`config.mk`:
```
export PLATFORM = sky130hd
export DESIGN_NAME = bus_arbiter16
export DESIGN_NICKNAME = d
export VERILOG_FILES = /design/src/rtl/bus_arbiter16.sv
export SDC_FILE = /design/constraint.sdc
export NUM_CORES = 1
export LEC_CHECK = 0
export ABC_AREA = 1
export BUFFER_PORTS_ARGS = -buffer_cell sky130_fd_sc_hd__buf_4
export CORE_UTILIZATION = 30
export DETAILED_ROUTE_END_ITERATION = 8
export SLEW_MARGIN = 20
export SYNTH_ARGS = -nofsm -noshare
export SYNTH_HDL_FRONTEND = slang
export SYNTH_SLANG_ARGS = --single-unit
```
`constraint.sdc`:
```
create_clock -name clk -period 5.55 [get_ports clk]
set_input_delay 0.555 -clock clk [delete_from_list [all_inputs] [get_ports clk]]
set_output_delay 0.555 -clock clk [all_outputs]
set_load 0.05 [all_outputs]
```
`src/rtl/bus_arbiter16.sv`:
```
// bus_arbiter16: round-robin arbiter for one shared 16-bit datapath resource.
// Drives the one-hot grant vector and the 4-bit select of the downstream
// mux16_1. A grant is held until the owner signals done, drops its request,
// or (when HOLD_MAX != 0) has been held for HOLD_MAX cycles.
module bus_arbiter16 #(
  parameter int HOLD_MAX = 16
) (
  input  logic        clk,
  input  logic        reset,
  input  logic [15:0] I_REQ,
  input  logic        I_DONE,
  output logic [15:0] O_GNT,
  output logic [3:0]  O_SEL,
  output logic        O_VALID,
  output logic        O_TIMEOUT
);

  typedef enum logic {
    IDLE  = 1'b0,
    GRANT = 1'b1
  } state_t;

  localparam logic [7:0] HOLD_LIM = 8'(HOLD_MAX);
  localparam logic       HOLD_EN  = (HOLD_MAX != 0);

  state_t      state, state_d;
  logic [3:0]  ptr, ptr_d;
  logic [3:0]  sel_d;
  logic [7:0]  cnt, cnt_d;
  logic        timeout_d;

  logic [15:0] cand;
  logic [3:0]  idx;
  logic [3:0]  winner;
  logic        found;
  logic        owner_done;
  logic        owner_timeout;

  // Release reasons for the current owner; done/withdraw wins over timeout
  always_comb begin
    owner_done    = I_DONE || !I_REQ[O_SEL];
    owner_timeout = HOLD_EN && (cnt == HOLD_LIM) && !owner_done;
  end

  // Round-robin search: first pending request at or after ptr, wrapping mod 16.
  // The releasing owner is masked so it cannot win at its own release edge.
  always_comb begin
    // NOTE: every signal written here gets a default first so no path leaves
    // it unassigned; otherwise synthesis would infer a latch.
    cand   = I_REQ;
    idx    = 4'd0;
    winner = ptr;
    found  = 1'b0;
    if (state == GRANT) cand[O_SEL] = 1'b0;
    for (int i = 0; i < 16; i++) begin
      idx = ptr + 4'(i);
      if (!found && cand[idx]) begin
        found  = 1'b1;
        winner = idx;
      end
    end
  end

  // Next-state logic: new grant, release with back-to-back handoff, or hold
  always_comb begin
    state_d   = state;
    ptr_d     = ptr;
    sel_d     = O_SEL;
    cnt_d     = cnt;
    timeout_d = 1'b0;
    unique case (state)
      IDLE: begin
        if (found) begin
          state_d = GRANT;
          sel_d   = winner;
          ptr_d   = winner + 4'd1;
          cnt_d   = 8'd1;
        end
      end
      GRANT: begin
        if (owner_done || owner_timeout) begin
          timeout_d = owner_timeout;
          if (found) begin
            sel_d = winner;
            ptr_d = winner + 4'd1;
            cnt_d = 8'd1;
          end else begin
            state_d = IDLE;
          end
        end else begin
          cnt_d = cnt + 8'd1;
        end
      end
      default: state_d = IDLE;
    endcase
  end

  // State and output registers; all outputs come straight from flops
  always_ff @(posedge clk or posedge reset) begin
    // NOTE: sequential state uses non-blocking assignments so every register
    // samples the pre-edge values regardless of statement order.
    if (reset) begin
      state     <= IDLE;
      ptr       <= 4'd0;
      cnt       <= 8'd0;
      O_SEL     <= 4'd0;
      O_GNT     <= 16'h0000;
      O_TIMEOUT <= 1'b0;
    end else begin
      state     <= state_d;
      ptr       <= ptr_d;
      cnt       <= cnt_d;
      O_SEL     <= sel_d;
      O_GNT     <= (state_d == GRANT) ? (16'h0001 << sel_d) : 16'h0000;
      O_TIMEOUT <= timeout_d;
    end
  end

  assign O_VALID = (state == GRANT);

endmodule

```
* Word-level counts from Yosys, hierarchy flattened *
Index checks and enable logic that the tools add are counted.
W data, S select, Z words.

storage, ports and cells
  bits in registers = 34
  bits in latches = 0
  bits in writable memories = 0
  ROM bits = 0
  input bits = 19
  output and inout bits = 22
  logic and storage cells = 166
  memories kept = 0

cells by class
  add/sub/neg operators = 17
  $mul = 0
  divide/modulo/power cells = 0
  $lt $le $gt $ge = 18
  eq/ne operators = 2
  shift operators = 1
  mux-type cells = 83
  bitwise operators = 3
  reduce and logical (&&, ||, !) cells = 36

operators by type and width
  cell                    number
  $lt A4 B5 Y1 const B    17
  $mux W4                 19
  $bmux W1 S4             17
  $mux W1                 38
  $add A4 B4 Y4 const B   8
  $mux W16                2
  $logic_and A1 B1 Y1     17
  $logic_not A1 Y1        17
  $add A4 B3 Y4 const B   4
  $and A16 B16 Y16        1
  $mux W8                 2
  $not A16 Y16            1
  $pmux W4 S2             2
  $pmux W8 S2             1
  $shl A1 B4 Y16 const A  1
  $add A4 B1 Y4 const B   2
  $add A4 B2 Y4 const B   2
  $add A8 B1 Y8 const B   1
  $eq A8 B5 Y1 const B    1
  $demux W1 S4            1
  $ge A4 B1 Y1 const B    1
  $logic_or A1 B1 Y1      2
  $ne A2 B1 Y1 const B    1
  $pmux W1 S2             1
  $not A1 Y1              1

* Depth between registers and ports, before layout *
  word-level depth = 60
  mapped depth = 34
  mapped depth without buffers = 32

* Worst setup path before layout *
Ideal clock, no wire load.

  kind = register -> register
  start point = reg ptr[0]
  end point = reg ptr[2]
  library setup time = 0.127 ns
  arrival = 3.718 ns
  required time = 5.423 ns
  setup slack = 1.705 ns
  stages on the path, launching flop included = 27
  path buffers = 3
  clock period less this slack = 3.845 ns
  path through = dfrtp_1 -> clkbuf_2 -> inv_2 -> clkbuf_1 -> ha_1 -> inv_1 -> clkbuf_1 -> nand3_1 -> nand3_1 -> nand3_1 -> nand2_1 -> nand3_2 -> nor3_4 -> nand3_2 -> nor2_4 -> nand4_2 -> nor2_2 -> nand3_1 -> inv_2 -> nand2_2 -> nor2_4 -> inv_2 -> nand3_2 -> nand2_1 -> ha_1 -> o21ai_0 -> mux2i_1

between the ends
  word-level cells in the longest chain between the ends = 52
  elaborated cells between the ends (all ways) = 112
  those cells by class = 16 x add/sub; 66 x mux; 30 x reduce/logical

ends and longest elaborated chain
  item                                                    line    RTL
  start, declared                                         27      logic [3:0] ptr, ptr_d;
  start signal, assigned                                  111     ptr <= ptr_d;
  branches (longest 49 deep; another with $add A4 B1 Y4)  --
  $mux W4 *                                               73, 83
  $mux W4                                                 81      if (owner_done || owner_timeout) begin
  $pmux W4 S2 *                                           71      unique case (state)

Every way passes the cells marked *. The select of a mux whose other input is x is not followed.
A chain may end at the register's enable or synchronous reset.

* Worst setup path after layout *
  start point = reg ptr[1]
  end point = reg O_GNT[0]

between the ends
  word-level cells in the longest chain between the ends = 53
  elaborated cells between the ends (all ways) = 116
  those cells by class = 15 x add/sub; 1 x shift; 70 x mux; 30 x reduce/logical

ends and longest elaborated chain
  item                                                    line  RTL
  branches (longest 52 deep; another with $add A4 B1 Y4)  --
  $mux W16 *                                              114   O_GNT <= (state_d == GRANT) ? (16'h0001 << sel_d) : 16'h0000;
  end signal, assigned                                    114
  end, declared                                           12    output logic [15:0] O_GNT,

Marks and branches as above.

==> flow_metrics.py <==
metrics = {
    "job": {
        "cap_viol_max_count": 0,
    },
    "setup_path": {
        "path_buf_inv": 4,
        "endpoint_kind": "flop",
        "cp.required_ns": 5.75,
        "crit_arrival_ns": 5.08,
        "crit_chain": "inv_1, ha_1, inv_1, nand3_1, nand3_1, nand3_1, nand2_1, nand3_2, nor3_4, nand3_2, nor2_4, nand4_2, nor2_2, nand3_1, inv_2, nand3_1, nand2_1, inv_2, nand3_1, nand3_1, nor2_1",
        "path_class": "flop to flop",
        "cp-start-kind": "flop",
        "critPathTopFamily": "simple AND/OR/NAND/NOR gates",
        "cpMostUsedCell": "nand3_1",
        "slowest_stage": "dfrtp_1",
        "critPathMaxStageDelay_ns": 0.69,
        "crit_fanout": 16,
    },
    "global_route": {
        "antenna_found_initial": 0,
        "grtUsageMet3_pct": 3.59,
        "grt_util_met1_pct": 26.3,
        "grt_usage_pct": 20.4,
        "busiest_layer": "met2",
        "grt_pass1_vias": 3904,
        "grt_max_degree": 35,
        "grt_pass1_wl_um": 19100,
        "met2_usage_pct": 34.1,
        "overflow": 0,
    },
    "finish": {
        "utilization_pct": 36.0,
        "drive_gt1_share_pct": 16.0,
        "area_growth_pct": 17.0,
        "n_antenna_cell": 0,
        "fillers": 1226,
        "nNetsFinal": 641,
    },
    "die": {
        "io_pins": 41,
        "dieArea_um2": 12100,
        "fp.dieW_um": 110,
        "rows": 39,
        "initial_core_util_pct": 30.8,
        "coreArea_um2": 11400,
        "die_h_um": 110,
    },
    "detailed_routing": {
        "drc": 0,
        "wl_um": 11500,
        "post_drt_wl_per_cell_um": 15.2,
        "via_per_inst": 5.26,
        "drtAntennaViolNets": 0,
        "drtIter0Drc": 353,
        "dr.pass1.iters": 6,
        "vias": 3975,
    },
    "clocking": {
        "clk_pin_slew_ns": 0.05,
        "clock_path_buffers": 2,
        "holdBufCountCts": 0,
        "clk_latency_ns": 0.28,
        "post_cts_resized": 0,
        "cts_tree": "yes",
        "numCtsBuffers": 5,
        "h-tree-depth": 2,
        "post_cts_buffers": 0,
        "root_buffer": "clkbuf_16",
        "cts_num_sinks": 34,
    },
    "synthesis": {
        "synth_top_area_share_pct": 24.2,
        "synth_area_leaders": "dfrtp_1, nand3_1, nand2_1",
        "async_flop_share_pct": 100,
        "ys_ff_latch": 34,
        "synth_cell_types": 38,
        "synth_nets": 604,
        "yosysWarnings": 0,
        "netlist_area_um2": 3510,
        "ys_seq_area_share_pct": 24.2,
        "yosys.area.top_type": "dfrtp_1",
        "synthCells": 575,
        "synth_flop_cell": "dfrtp_1",
        "synth.avg_cell_area_um2": 6.11,
        "synth_edf_count": 0,
    },
    "sta": {
        "period_share_pct": 87.9,
        "rsz0062_at_grt": "false",
        "hold_viol": 0,
        "fin_setup_tns_ns": 0,
        "finalMaxSlewViolations": 0,
        "timing.final.crit_period_ns": 4.88,
        "relSlewSlack_pct": 59.1,
        "setup_viol": 0,
        "clock.fmax_mhz": 205,
        "worst_pin_slew_ns": 0.612,
        "fin_skew_ns": 0.00742,
    },
    "place": {
        "io_buffers": 40,
        "place_hpwl_um": 9050,
        "place.gp.congestion": 0.964,
    },
    "outcome": {
        "status": "finished clean",
    },
    "min_path": {
        "hold_path.class": "primary input to asynchronous set/reset pin",
    },
}
==> worst register-to-register path, delay by kind of cell (launching register included) <==
family,cells,cell delay [ns]
and+or+nand+nor,16,2.66
buffers and inverters,4,0.92
DFF,1,0.69
adders and majority gates,1,0.50
==> logic make-up (layout without fill, tap and decap cells) <==
group	Yosys count	after routing	share of synthesized area, %
simple gates	364	364	48.3
buf+inv	85	123	9.26
compound gates	73	73	12.1
flops	34	34	24.2
fa+ha+maj	10	10	3.56
xor+xnor	7	7	1.96
mux	2	2	0.570
==> state kept, by name (all words and copies together) (netlist names) <==
name and cells:
O_GNT 16, cnt 8, O_SEL 4, ptr 4, O_TIMEOUT 1, O_VALID 1
==> cells in the mapped netlist, types with 7 or more instances <==
master,count
nor2_1,37
ha_1,10
a22oi_1,8
dfrtp_1,34
o21ai_1,7
inv_2,14
nand2_1,160
clkbuf_1,8
nand3_1,124
nor2_2,8
o21ai_0,20
a21oi_1,20
inv_1,55
==> area by class of cell <==
| cell class | count | area, um^2 | area share [%] |
|---|---|---|---|
| Multi-Input combinational cell | 456 | 2340 | 56.8 |
| Sequential cell | 34 | 851 | 20.7 |
| Timing Repair Buffer | 44 | 330 | 8.04 |
| Inverter | 71 | 267 | 6.48 |
| Tap cell | 143 | 179 | 4.35 |
| Clock buffer | 7 | 143 | 3.47 |
| Clock inverter | 1 | 5.00 | 0.122 |
==> placed cells by master (no fill, tap or decap), types with 2 or more instances in the layout <==
cell         n
a21oi_1     20
or2_2        2
nand3_1    124
mux2i_1      2
nor3_1       4
nand2_1    160
clkbuf_16    5
nand4_1      6
xor2_1       5
o21ai_1      7
o21a_1       2
nand3_2      6
buf_4       44
o211ai_1     5
o21ai_0     20
a21o_1       2
inv_2       14
ha_1        10
nand2_2      6
a31oi_1      6
o21ai_2      2
dfrtp_1     34
a22oi_1      8
clkinv_1     2
nor2_1      37
nand3b_1     2
nor2_2       8
nor2_4       5
inv_1       55
==> per-layer routing <==
layer	wire length, um	up-vias
li1	-	1980
met1	5040	1810
met2	5280	158
met3	885	27
met4	331	0
met5	0	-
==> metrics by stage <==
stage	hold slack, ns	cells	area, um^2	worst slack [ns]
after global routing	0.430	756	4110	0.116
after global placement	0.507	748	3960	0.789
after detailed placement	0.515	748	3960	0.718
after CTS	0.385	756	4110	0.697
final	0.372	756	4110	0.673
after floorplan	0.482	575	3510	1.71
==> path summary, 6_finish.rpt <==
kind | from | end | slack, ns | cells after the start
max reg2reg | ptr[1]$_DFFE_PP0P_ | O_GNT[0]$_DFF_PP0_ | 0.67 | 21
min in group clk | cnt[7]$_DFF_PP0_ | cnt[7]$_DFF_PP0_ | 0.53 | 1
max | ptr[1]$_DFFE_PP0P_ | O_GNT[0]$_DFF_PP0_ | 0.67 | 21
min reg2reg | cnt[7]$_DFF_PP0_ | cnt[7]$_DFF_PP0_ | 0.53 | 1
max in group asynchronous | reset | O_GNT[8]$_DFF_PP0_ | 4.88 | 3
min | reset | cnt[2]$_DFF_PP0_ | 0.37 | 3
Power is left out: the tool's default activity adds up to more than one toggle a clock period on the data nets, which glitch-free logic cannot reach.
